$ cat src/rtl/bcd_cnt_pkg.sv
// bcd_cnt_pkg: shared BCD digit type, digit bounds and load clamp helper.
// Rev 1.0
`default_nettype none

package bcd_cnt_pkg;

  typedef logic [3:0] bcd_digit_t;

  localparam bcd_digit_t BCD_MAX = 4'd9;
  localparam bcd_digit_t BCD_MIN = 4'd0;

  function automatic bcd_digit_t bcd_clamp(input bcd_digit_t nibble);
    return (nibble > BCD_MAX) ? BCD_MAX : nibble;
  endfunction

endpackage

`default_nettype wire

$ cat src/rtl/bcd_digit_cell.sv
// bcd_digit_cell: one decimal digit with clear > load > step priority.
// Rev 1.0
`default_nettype none

module bcd_digit_cell
  import bcd_cnt_pkg::*;
(
  input  logic       clk,
  input  logic       rst,
  input  logic       step,
  input  logic       up,
  input  logic       load,
  input  logic [3:0] load_nibble,
  input  logic       clr,
  output logic [3:0] digit,
  output logic       at_max,
  output logic       at_min
);

  assign at_max = (digit == BCD_MAX);
  assign at_min = (digit == BCD_MIN);

  always_ff @(posedge clk or negedge rst) begin
    if (!rst) begin
      digit <= BCD_MIN;
    end else if (clr) begin
      digit <= BCD_MIN;
    end else if (load) begin
      digit <= bcd_clamp(load_nibble);
    end else if (step) begin
      if (up) begin
        digit <= at_max ? BCD_MIN : digit + 4'd1;
      end else begin
        digit <= at_min ? BCD_MAX : digit - 4'd1;
      end
    end
  end

endmodule

`default_nettype wire

$ cat src/rtl/bcd_updown_counter_n.sv
// bcd_updown_counter_n: N-digit BCD up/down counter with wrap/saturate, TC and wrap pulse.
// Optional sticky overflow flag under macro BCD_CNT_OVF_STICKY_EN. Rev 1.0
`default_nettype none

module bcd_updown_counter_n
  import bcd_cnt_pkg::*;
#(
  parameter int DIGITS = 4,
  parameter int WRAP   = 1
) (
  input  logic                  clk,
  input  logic                  rst,
  input  logic                  enable,
  input  logic                  updn,
  input  logic                  load,
  input  logic [4*DIGITS-1:0]   load_val,
  input  logic                  clr,
  output logic [4*DIGITS-1:0]   value,
  output logic                  tc,
  output logic                  wrap_pulse
`ifdef BCD_CNT_OVF_STICKY_EN
  ,
  output logic                  ovf_sticky
`endif
);

  localparam logic WRAP_EN = (WRAP != 0);

  logic [DIGITS-1:0] step;
  logic [DIGITS-1:0] at_max;
  logic [DIGITS-1:0] at_min;
  logic              boundary;
  logic              crossing;

  assign boundary = updn ? (&at_max) : (&at_min);
  assign tc       = enable & boundary;
  assign crossing = tc & ~clr & ~load;

  // In saturate mode the whole chain is frozen when the count would cross.
  assign step[0] = enable & ~(boundary & ~WRAP_EN);

  generate
    for (genvar k = 0; k < DIGITS; k++) begin : g_digit
      if (k > 0) begin : g_ripple
        assign step[k] = step[k-1] & (updn ? at_max[k-1] : at_min[k-1]);
      end

      bcd_digit_cell u_cell (
        .clk         (clk),
        .rst         (rst),
        .step        (step[k]),
        .up          (updn),
        .load        (load),
        .load_nibble (load_val[4*k +: 4]),
        .clr         (clr),
        .digit       (value[4*k +: 4]),
        .at_max      (at_max[k]),
        .at_min      (at_min[k])
      );
    end
  endgenerate

  always_ff @(posedge clk or negedge rst) begin
    if (!rst) begin
      wrap_pulse <= 1'b0;
    end else begin
      wrap_pulse <= WRAP_EN & crossing;
    end
  end

`ifdef BCD_CNT_OVF_STICKY_EN
  always_ff @(posedge clk or negedge rst) begin
    if (!rst) begin
      ovf_sticky <= 1'b0;
    end else if (clr) begin
      ovf_sticky <= 1'b0;
    end else if (crossing) begin
      ovf_sticky <= 1'b1;
    end
  end
`else
  // Without the sticky option no overflow history is kept.
`endif

endmodule

`default_nettype wire

$ cat config.mk
export PLATFORM = sky130hd
export DESIGN_NAME = bcd_updown_counter_n
export DESIGN_NICKNAME = d
export VERILOG_FILES = /design/src/rtl/bcd_cnt_pkg.sv /design/src/rtl/bcd_digit_cell.sv /design/src/rtl/bcd_updown_counter_n.sv
export SDC_FILE = /design/constraint.sdc
export NUM_CORES = 1
export LEC_CHECK = 0
export ABC_AREA = 1
export CORE_UTILIZATION = 45
export CTS_CLUSTER_SIZE = 8
export DETAILED_ROUTE_END_ITERATION = 10
export PLACE_DENSITY = 0.74
export SLEW_MARGIN = 20
export SYNTH_ARGS = -nofsm -noshare
export SYNTH_HDL_FRONTEND = slang
export SYNTH_HIERARCHICAL = 1
export SYNTH_SLANG_ARGS = --single-unit
$ cat constraint.sdc
create_clock -name clk -period 1.65 [get_ports clk]
set_clock_uncertainty 0.1 [all_clocks]
set_input_delay 0.33 -clock clk [delete_from_list [all_inputs] [get_ports clk]]
set_output_delay 0.33 -clock clk [all_outputs]
set_load 0.03 [all_outputs]
==> results.md <==
- Status: finished, violations left
- Violations in the final reports: setup timing
- Crit-path cells: inv_2 > nand2_2 > nor2_2 > inv_1 > nor2_1 > nand2_1 > nand2_2 > nand2_2 > inv_2 > buf_6
- Cell at the slowest stage of the critical path: sky130_fd_sc_hd__dfrtp_2
- Combinational cell fraction of total power: between 50% and 60%
- Worst stage delay on the critical path: around 0.44 ns
- Worst setup EP type: primary output
- Number of inserted diodes: 0
- Top cell type's share of synthesized area: ~30%
- DIE WIDTH: between 60 and 70 um
- Vias in the first global route: 2453
- Total wirelength of the detailed-routed design: 7340 um
- Clock slew at reported path FFs: 0.07 ns
- Cell area after layout: approximately 3000 um2
- Synthesized net count: about 340
- Input/output buffers: 39
- Layout net count: 466
- Number of clock sinks seen by CTS: 17
- Aggregate global-route resource usage: between 30% and 40%
- Fraction of final layout cells with drive strength greater than 1: between 40% and 50%
- Residual antenna-violating net count after detailed routing: 0
- Starting density of the core: between 40% and 50%
- R2R cell count: 15
- Total power: around 2 mW
- Syn-to-layout area delta: 78.7%
- Period utilization: 126%
- Number of instances in the synthesized netlist: between 300 and 400
- Arr. time, crit path: ~1.7 ns
- Pin count of the biggest net entering global routing: 18
- Routed wirelength normalized by instance count: approximately 15 um
- Startpoint type of the worst setup path: register
- Final critical-path required period: roughly 2.1 ns
- Placed Instance Area: 2650 um2
- Maximum vdd ir drop: ~0.48 mV
- Measured slew at the worst slew-check pin: between 0.3 and 0.4 ns
- Syn avg cell area: about 5.4 um2
- Bufs and invs on worst path: 4
- Number of vias in the routed layout: ~2600
- CTS tree: yes
- Source of the worst register-to-register timing path: g_digit[0].u_cell/digit[0]
- Endpoint required time on the critical path: 1.22 ns
- Flop-to-flop setup slack: -0.42 ns
- Filler cell count in the final layout: 200
- Vias/cell: roughly 5.4
- Worst flop-to-flop path endpoint: g_digit[3].u_cell/digit[3]
- Psw: about 860 uW
- Final routed DRC violation total: 0
- Start-to-end type of the worst setup path: reg -> out
- Non-filler instance count after layout: a little under 500
- Power Density: 661 nW/um2
- Routability congestion estimate: roughly 0.87
- Cell occurring most often along the worst timing path: sky130_fd_sc_hd__nand2_2
- Net Sw Frac: a little over two fifths
- Class of the tightest hold or removal check: in -> async
- Sequential share of the synthesized area: between 20% and 30%
- Layout Utilization: between 80 and 90%
- Internal Pwr Total: approximately 1.2 mW
- Row count: 21
- Cell type with the highest aggregate area in the netlist: sky130_fd_sc_hd__nand2_1
- Main area contributors after synthesis: sky130_fd_sc_hd__nand2_1, sky130_fd_sc_hd__dfrtp_1, sky130_fd_sc_hd__nand3_1
- Post-placement cell count: 462
- Top-level port count: 40
- Total gr overflow: 0
- Largest buffer count on any clock path: 2
- Yosys warns: 6
- Antenna violations before repair: 0
- Area enclosed by the die boundary: a little over 4000 um2
- Sequential power share: a little over a quarter
- Number of design-rule violations left by the first detailed-router iteration: 295
- Standard cell core area: ~3500 um2
- Minimum setup slack in the final design: -0.436 ns
- Clock buffers created by TritonCTS: 3
- CTS root buffer: sky130_fd_sc_hd__clkbuf_8
- Critical path fanouts, max: 4
- Leakage power of the design: between 1.5 and 2 nW
- HPWL after detailed placement: approximately 4000 um
- TritonRoute pass-1 iters: 5
- Number of unique standard cell types used by synthesis: 16
- Latest clock arrival within the worst-skew pair: around 0.25 ns
- Final hold violation count: 0
- First-pass GRT wire length: 10600 um
- Die Height: 63.5 um
- Worst rel slew slack: between 70% and 80%
- Maximum level of the CTS H-tree: 1
- Max capacitance violation total: 0
- Max Fclk: between 400 and 500 MHz
- Pre-CTS WS: -0.470 ns
- Area of the mapped netlist: approximately 1700 um2
- Top delay family on crit path: simple AND/OR/NAND/NOR gates
- Number of synthesized register bits: 17
- Setup violators final: 15
- Clock power share: around 16%
- RSZ-0062 raised after global routing: yes
- Final-report max-slew violation count: 0
==> power groups by stage <==
stage	Clock, mW	Combinational (mW)	Sequential (mW)
finish	0.319	1.17	0.527
detailed placement	0	0.937	0.524
floorplan	0	0.414	0.611
global placement	0	0.919	0.524
global route	0.346	1.25	0.530
CTS	0.316	1.03	0.518
==> cells in the final DEF, fill, tap and decap left out, types with 9 or more instances in the layout <==
master and n:
sky130_fd_sc_hd__nor2_2 11, sky130_fd_sc_hd__nor2_1 29, sky130_fd_sc_hd__dfrtp_2 12, sky130_fd_sc_hd__inv_1 18
sky130_fd_sc_hd__buf_4 83, sky130_fd_sc_hd__nor2_4 13, sky130_fd_sc_hd__dlygate4sd2_1 10, sky130_fd_sc_hd__clkdlybuf4s50_1 20
sky130_fd_sc_hd__nand2_2 18, sky130_fd_sc_hd__nand3_1 29, sky130_fd_sc_hd__o21ai_0 9, sky130_fd_sc_hd__inv_2 24
sky130_fd_sc_hd__nand2_1 121
==> Yosys cell counts, drive strengths merged <==
library cell  count
or2               1
o21ai            12
buf               4
clkinv            1
nand3            32
nand2           141
dfrtp            17
inv              44
nor2             53
o22ai             4
nor3              1
nand4             4
a21oi             1
==> metal layers <==
metal / wire length (um) / GRT usage (%) / vias up
li1: - / - / 1231
met1: 2620 / 37.6 / 1174
met2: 3610 / 59.8 / 181
met3: 572 / 3.26 / 62
met4: 538 / 18.5 / 0
met5: 0 / 0 / -
==> cell type report <==
class	count	area [um2]	area share, %
multi-input cells	249	1260	41.3
flip-flops and latches	17	440	14.5
clock buffers	4	45.0	1.48
repair buffers	128	1070	35.2
well taps	46	57.6	1.89
inverters	45	174	5.71
==> timing repair <==
action	4_1_cts	5_1_grt
buffers inserted	23	5
pin swaps	25	19
setup endpoints to repair	27	21
resized for setup	56	36
hold buffers	0	0
==> stage by stage <==
| stage | hold WS, ns | TNS (ns) |
|---|---|---|
| finish | 0.308 | -3.81 |
| global route | 0.325 | -4.75 |
| CTS | 0.319 | -1.07 |
| detailed placement | 0.517 | -4.31 |
| global placement | 0.515 | -3.73 |
| floorplan | -0.0656 | -1.03 |
==> worst register-to-register path, cell delays in order (launching register included) <==
cell	delay, ns
sky130_fd_sc_hd__dfrtp_2	0.45
sky130_fd_sc_hd__nor2_4	0.13
sky130_fd_sc_hd__nand2_2	0.08
sky130_fd_sc_hd__inv_4	0.09
sky130_fd_sc_hd__nor2_4	0.04
sky130_fd_sc_hd__nor2_2	0.13
sky130_fd_sc_hd__nand2_2	0.12
sky130_fd_sc_hd__nor3_2	0.16
sky130_fd_sc_hd__nor2_1	0.07
sky130_fd_sc_hd__nand2_1	0.12
sky130_fd_sc_hd__inv_2	0.07
sky130_fd_sc_hd__nor2_4	0.15
sky130_fd_sc_hd__inv_2	0.08
sky130_fd_sc_hd__nor2_4	0.10
sky130_fd_sc_hd__nand2_1	0.07
sky130_fd_sc_hd__nand2_1	0.05
==> worst max-delay path by stage <==
stage                                          start                         end  slack (ns)  depth (start not counted)
after floorplan           g_digit[2].u_cell/digit[1]  g_digit[3].u_cell/digit[3]       -0.22                         16
after global placement                          updn  g_digit[3].u_cell/digit[3]       -0.36                         14
after detailed placement                        updn  g_digit[3].u_cell/digit[3]       -0.47                         14
after CTS                 g_digit[3].u_cell/digit[1]                          tc       -0.24                         10
after global routing      g_digit[3].u_cell/digit[1]                          tc       -0.48                         10
final                     g_digit[3].u_cell/digit[1]                          tc       -0.44                         10
==> state kept, by name (all words and copies together) (netlist names) <==
| signal | flops |
|---|---|
| g_digit.u_cell/digit | 16 |
| wrap_pulse | 1 |
==> cell families after synthesis <==
logic type	after synthesis	share of synthesized area, %
AOI/OAI and AO/OA	17	5.29
buffers and inverters	49	12.6
and+or+nand+nor	232	57.2
DFF	17	25.0
Note: power is estimated with default switching activity, not from simulation.
